File: src/rtl/booth_seq_ctrl_if.sv
// Operand/result handshake and external adder bus for booth_seq_ctrl.
// The master side is the operand source, the product consumer and the adder; the slave side is the sequencer.
interface booth_seq_ctrl_if #(
   parameter int WIDTH = 8
);
   logic                 start;
   logic [WIDTH-1:0]     multiplicand;
   logic [WIDTH-1:0]     multiplier;
   logic                 busy;
   logic                 done;
   logic [2*WIDTH-1:0]   product;
   logic [WIDTH:0]       add_a;
   logic [WIDTH:0]       add_b;
   logic                 add_cin;
   logic [WIDTH:0]       add_sum;

   modport master (
      output start, multiplicand, multiplier, add_sum,
      input  busy, done, product, add_a, add_b, add_cin
   );

   modport slave (
      input  start, multiplicand, multiplier, add_sum,
      output busy, done, product, add_a, add_b, add_cin
   );
endinterface

File: src/rtl/booth_seq_ctrl.sv
// Radix-2 signed Booth sequencer that uses one external WIDTH+1-bit adder; done comes WIDTH+1 edges after start.
// Optional BOOTH_ZERO_SKIP_EN: a zero operand goes straight to DONE with product 0.
module booth_seq_ctrl #(
   parameter int WIDTH = 8
) (
   input logic             clk,
   input logic             rst_n,
   booth_seq_ctrl_if.slave ctrl
);
   localparam int CW = $clog2(WIDTH + 1);

   typedef enum logic [1:0] {S_IDLE, S_RUN, S_DONE} state_t;

   state_t               state_q, state_d;
   logic [WIDTH:0]       acc_q, acc_d;
   logic [WIDTH-1:0]     q_q, q_d;
   logic                 q1_q, q1_d;
   logic [WIDTH:0]       m_q, m_d;
   logic [CW-1:0]        cnt_q, cnt_d;
   logic [2*WIDTH-1:0]   prod_q, prod_d;
   logic [WIDTH:0]       add_a, add_b;
   logic                 add_cin;

   always_ff @(posedge clk) begin
      if (!rst_n) begin
         state_q <= S_IDLE;
         acc_q   <= '0;
         q_q     <= '0;
         q1_q    <= 1'b0;
         m_q     <= '0;
         cnt_q   <= '0;
         prod_q  <= '0;
      end else begin
         state_q <= state_d;
         acc_q   <= acc_d;
         q_q     <= q_d;
         q1_q    <= q1_d;
         m_q     <= m_d;
         cnt_q   <= cnt_d;
         prod_q  <= prod_d;
      end
   end

   always_comb begin
      state_d = state_q;
      acc_d   = acc_q;
      q_d     = q_q;
      q1_d    = q1_q;
      m_d     = m_q;
      cnt_d   = cnt_q;
      prod_d  = prod_q;
      add_a   = '0;
      add_b   = '0;
      add_cin = 1'b0;
      case (state_q)
         S_IDLE: begin
            if (ctrl.start) begin
               acc_d = '0;
               q_d   = ctrl.multiplier;
               q1_d  = 1'b0;
               m_d   = {ctrl.multiplicand[WIDTH-1], ctrl.multiplicand};
               cnt_d = CW'(WIDTH);
`ifdef BOOTH_ZERO_SKIP_EN
               if (ctrl.multiplicand == '0 || ctrl.multiplier == '0) begin
                  state_d = S_DONE;
                  prod_d  = '0;
               end else begin
                  state_d = S_RUN;
               end
`else
               state_d = S_RUN;
`endif
            end
         end
         S_RUN: begin
            add_a = acc_q;
            case ({q_q[0], q1_q})
               2'b01: add_b = m_q;
               2'b10: begin
                  add_b   = ~m_q;
                  add_cin = 1'b1;
               end
               default: add_b = '0;
            endcase
            // Arithmetic shift of {sum, Q, Q_1}; the extra accumulator bit keeps -2^(W-1) squared in range.
            acc_d = {ctrl.add_sum[WIDTH], ctrl.add_sum[WIDTH:1]};
            q_d   = {ctrl.add_sum[0], q_q[WIDTH-1:1]};
            q1_d  = q_q[0];
            cnt_d = cnt_q - CW'(1);
            if (cnt_q == CW'(1)) begin
               state_d = S_DONE;
               prod_d  = {acc_d[WIDTH-1:0], q_d};
            end
         end
         S_DONE:  state_d = S_IDLE;
         default: state_d = S_IDLE;
      endcase
   end

   assign ctrl.busy    = (state_q != S_IDLE);
   assign ctrl.done    = (state_q == S_DONE);
   assign ctrl.product = prod_q;
   assign ctrl.add_a   = add_a;
   assign ctrl.add_b   = add_b;
   assign ctrl.add_cin = add_cin;
endmodule

File: src/flat_wrapper.sv
// flat-port wrapper written by rule: the top's interface ports become plain ports
module booth_seq_ctrl_flat 
#(
   parameter int WIDTH = 8
)
  (clk, rst_n, ctrl_start, ctrl_multiplicand, ctrl_multiplier, ctrl_add_sum, ctrl_busy, ctrl_done, ctrl_product, ctrl_add_a, ctrl_add_b, ctrl_add_cin);
  booth_seq_ctrl_if #(.WIDTH(WIDTH)) ctrl_i ();
  input logic clk;
  input logic rst_n;
  input wire logic [$bits(ctrl_i.start)-1:0] ctrl_start;
  input wire logic [$bits(ctrl_i.multiplicand)-1:0] ctrl_multiplicand;
  input wire logic [$bits(ctrl_i.multiplier)-1:0] ctrl_multiplier;
  input wire logic [$bits(ctrl_i.add_sum)-1:0] ctrl_add_sum;
  output wire logic [$bits(ctrl_i.busy)-1:0] ctrl_busy;
  output wire logic [$bits(ctrl_i.done)-1:0] ctrl_done;
  output wire logic [$bits(ctrl_i.product)-1:0] ctrl_product;
  output wire logic [$bits(ctrl_i.add_a)-1:0] ctrl_add_a;
  output wire logic [$bits(ctrl_i.add_b)-1:0] ctrl_add_b;
  output wire logic [$bits(ctrl_i.add_cin)-1:0] ctrl_add_cin;
  assign ctrl_i.start = ctrl_start;
  assign ctrl_i.multiplicand = ctrl_multiplicand;
  assign ctrl_i.multiplier = ctrl_multiplier;
  assign ctrl_i.add_sum = ctrl_add_sum;
  assign ctrl_busy = ctrl_i.busy;
  assign ctrl_done = ctrl_i.done;
  assign ctrl_product = ctrl_i.product;
  assign ctrl_add_a = ctrl_i.add_a;
  assign ctrl_add_b = ctrl_i.add_b;
  assign ctrl_add_cin = ctrl_i.add_cin;
  booth_seq_ctrl #(.WIDTH(WIDTH)) u_core (.clk(clk), .rst_n(rst_n), .ctrl(ctrl_i));
endmodule
File: config.mk
export PLATFORM = sky130hd
export DESIGN_NAME = booth_seq_ctrl_flat
export DESIGN_NICKNAME = d
export VERILOG_FILES = /design/src/rtl/booth_seq_ctrl_if.sv /design/src/rtl/booth_seq_ctrl.sv /design/src/flat_wrapper.sv
export SDC_FILE = /design/constraint.sdc
export NUM_CORES = 1
export LEC_CHECK = 0
export CORE_ASPECT_RATIO = 1.25
export CORE_MARGIN = 1.5
export CORE_UTILIZATION = 30
export CTS_BUF_LIST = sky130_fd_sc_hd__clkbuf_8
export DETAILED_ROUTE_END_ITERATION = 6
export SETUP_SLACK_MARGIN = 0.15
export SLEW_MARGIN = 20
export SYNTH_ARGS = -nofsm -noshare
export SYNTH_HDL_FRONTEND = slang
export SYNTH_SLANG_ARGS = --single-unit
File: constraint.sdc
create_clock -name clk -period 1.9 [get_ports clk]
set_input_delay 0.57 -clock clk [delete_from_list [all_inputs] [get_ports clk]]
set_output_delay 0.57 -clock clk [all_outputs]
set_load 0.005 [all_outputs]
==> flow_summary.yaml <==
status:
  status: "finished, final reports clean"
synth:
  ys_warn_count: 0
  ys_ff_latch: 47
  synth_area_per_cell_um2: 9.03
  syn_inst: 232
  yosysTopAreaCellShare: 0.449
  synth_top_area_cell: "dfxtp_1"
  seq_area_frac_synth: 0.449
  synth_area_mm2: 0.00209
  synth.distinct_cells: 33
  synth.area.top_cells: "dfxtp_1, a22o_1, nand2_1"
  synth_fp_nets: 262
power_and_ir_drop:
  pwr-share-seq: 0.459
  power.internal_mw: 1.77
  leakagePower_nw: 1.52
  cellPowerDensity_mw_per_mm2: 706
  p_comb_frac: 0.221
  netSwitchingPower_uw: 601
  pwr-share-clk: 0.320
  swShare: 0.253
  irDropWorstVdd_uv: 421
placement:
  port_buffers: 64
  hpwlAfterDp_um: 3700
  gp_routability_congestion: 0.694
  place_ws_ns: -0.0836
sta:
  fin_ws_ns: 0.0182
  slew_violations: 0
  fin_skew_ns: 0.00908
  worstMarginPinSlew_ns: 0.335
  period_minus_slack_ns: 1.88
  rsz0062_at_grt: "true"
  post-route-period-util: 0.990
  setup_viol: 0
  slew_headroom: 0.776
  final_hold_viol_count: 0
  fmax_mhz: 531
clock_tree:
  ctsHoldBuffers: 0
  clock_path_buffers: 2
  clkTransAtPathRegs_ns: 0.09
  cts_tree: "done"
  ctsRootBufferMaster: "clkbuf_8"
  h-tree-depth: 2
  worstSkewPairLatency_ns: 0.30
  cts_sinks: 47
  numCtsBuffers: 5
drt:
  wl_met3_um: 271
  wl_um: 5700
  wl_met1_um: 2560
  wl_per_cell_um: 13.9
  dr.pass1.iters: 5
  ant_nets: 0
  drc: 0
  first_iter_violations: 44
  via_per_inst: 4.74
  vias: 1950
  highest_layer: "met4"
  wl_met2_um: 2820
grt:
  grt_first_pass_wirelength_um: 9210
  antenna_found_initial: 0
  first_global_vias: 1977
  grtUsageTotal: 0.156
  grt_overflow_total: 0
  grt_max_degree: 22
critical_path:
  critPathMaxFanout: 5
  arrival_ns: 1.31
  slowest_delay_ns: 0.36
  critPathRequiredTime_ns: 1.33
  startpoint: "u_core.state_q[0]"
  path_class: "register to output port"
  crit_top_cell: "buf_6"
  worstPathCellList: "nor2b_4 > buf_6 > buf_6 > and2_4 > buf_6"
  crit_slowest_cell: "dfxtp_4"
  r2r_start: "u_core.state_q[0]"
  critPathCaptureType: "output port"
  cp-start-kind: "register"
die:
  rows: 33
  pin_count: 65
  die_area_mm2: 0.00750
  start_util: 0.315
  coreArea_mm2: 0.00665
  die_w_um: 77.7
  die_y_um: 96.4
layout:
  nFillCells: 636
  area_growth_pct: 60.8
  num_antenna_cells: 0
  fin_util: 0.507
  nNetsFinal: 353
  drive_gt1_frac: 0.358
hold_path:
  hold_path.class: "register to register"
  min_from: "u_core.acc_q[7]"
run:
  maxCapViolCount: 0
## cell type report
| class | instances | area (um2) | area share |
|---|---|---|---|
| multi-input cells | 162 | 1130 | 0.337 |
| well taps | 87 | 109 | 0.0323 |
| clock buffers | 6 | 82.6 | 0.0245 |
| repair buffers | 104 | 1030 | 0.306 |
| flip-flops and latches | 47 | 963 | 0.286 |
| inverters | 3 | 11.3 | 0.00334 |
| clock inverters | 2 | 35.0 | 0.0104 |
## critical path, delay by kind of cell (launching register included)
| family | cells | cell delay (ns) |
|---|---|---|
| buf+inv | 3 | 0.30 |
| flops | 1 | 0.36 |
| simple gates | 2 | 0.35 |
## cells by family after synthesis
| family | count (synthesis) | share of synthesized area |
|---|---|---|
| flip-flops | 47 | 0.449 |
| multiplexers | 5 | 0.0239 |
| buffers and inverters | 24 | 0.0597 |
| AO/OA/AOI/OAI | 58 | 0.222 |
| adder cells (fa/ha/maj) | 2 | 0.0119 |
| AND/OR/NAND/NOR | 96 | 0.234 |
## path summary, 6_finish.rpt
| check | end | slack [ns] | cells past startpoint |
|---|---|---|---|
| worst max register to register | u_core.ctrl.product[5] | 0.20 | 9 |
| worst min register to register | u_core.acc_q[7] | 0.47 | 2 |
| worst max-delay path | ctrl_add_a[7] | 0.02 | 5 |
| worst min-delay path | u_core.acc_q[7] | 0.47 | 2 |
## per-stage QoR
stage | instances | TNS, ns | area [um2] | total power [mW] | hold WS [ns]
final | 411 | 0 | 3370 | 2.38 | 0.468
after global routing | 411 | -0.186 | 3370 | 2.50 | 0.485
after CTS | 405 | -0.0969 | 3200 | 2.35 | 0.467
after detailed placement | 381 | -2.55 | 2890 | 1.53 | 0.451
after global placement | 381 | -1.16 | 2890 | 1.53 | 0.446
after floorplan | 232 | 0 | 2090 | 1.34 | 0.438
## placed cells by master, fill, tap and decap left out, types with 9 or more instances in the layout
master           count
a21boi_1            10
a22o_1              16
nand2_1             31
nor2b_1              9
buf_4               19
buf_2               10
nor2_1              12
dfxtp_1             37
nand3_1             10
buf_6               27
clkdlybuf4s50_1     35
## timing repair
| item | CTS | global route |
|---|---|---|
| resized for setup | 125 | 34 |
| cloned | 1 | 1 |
| setup buffers | 15 | 5 |
| pin swaps | 33 | 22 |
| endpoints found under the setup margin | 23 | 55 |
## flip-flops by register name, indices dropped and copies added, names as in the netlist
signal	cells
u_core.q1_q	1
u_core.acc_q	8
u_core.q_q	8
u_core.m_q	8
u_core.ctrl.product	16
u_core.cnt_q	4
u_core.state_q	2
## synth_stat cells
cell type	instances
dfxtp_1	47
nand2_1	32
nor2_1	17
a22o_1	16
a21oi_1	11
nor2b_1	11
a21boi_1	10
and2_1	10
nand3_1	10
clkbuf_1	9
o221a_2	8
a21boi_0	7
buf_2	7
mux2i_1	5
and3_1	3
buf_4	3
inv_1	3
nand3b_1	3
nor3_1	3
buf_6	2
ha_1	2
nor3b_2	2
a211o_1	1
a21boi_2	1
nand2b_1	1
nor2b_4	1
nor3b_1	1
o21a_1	1
o21ai_0	1
o21ba_2	1
o31a_1	1
or2_2	1
or3b_1	1
## power groups by stage
| stage | registers [mW] | clock network [mW] | logic, mW |
|---|---|---|---|
| floorplan | 1.10 | 0 | 0.238 |
| global route | 1.10 | 0.816 | 0.583 |
| finish | 1.09 | 0.760 | 0.526 |
| global placement | 1.11 | 0 | 0.418 |
| CTS | 1.09 | 0.772 | 0.490 |
| detailed placement | 1.11 | 0 | 0.423 |
## metal layers
layer,global-route usage,vias up
li1,-,985
met4,0.0561,0
met2,0.264,51
met1,0.197,910
met5,0,-
met3,0.0338,4
Power figures use the tool's default switching activity.
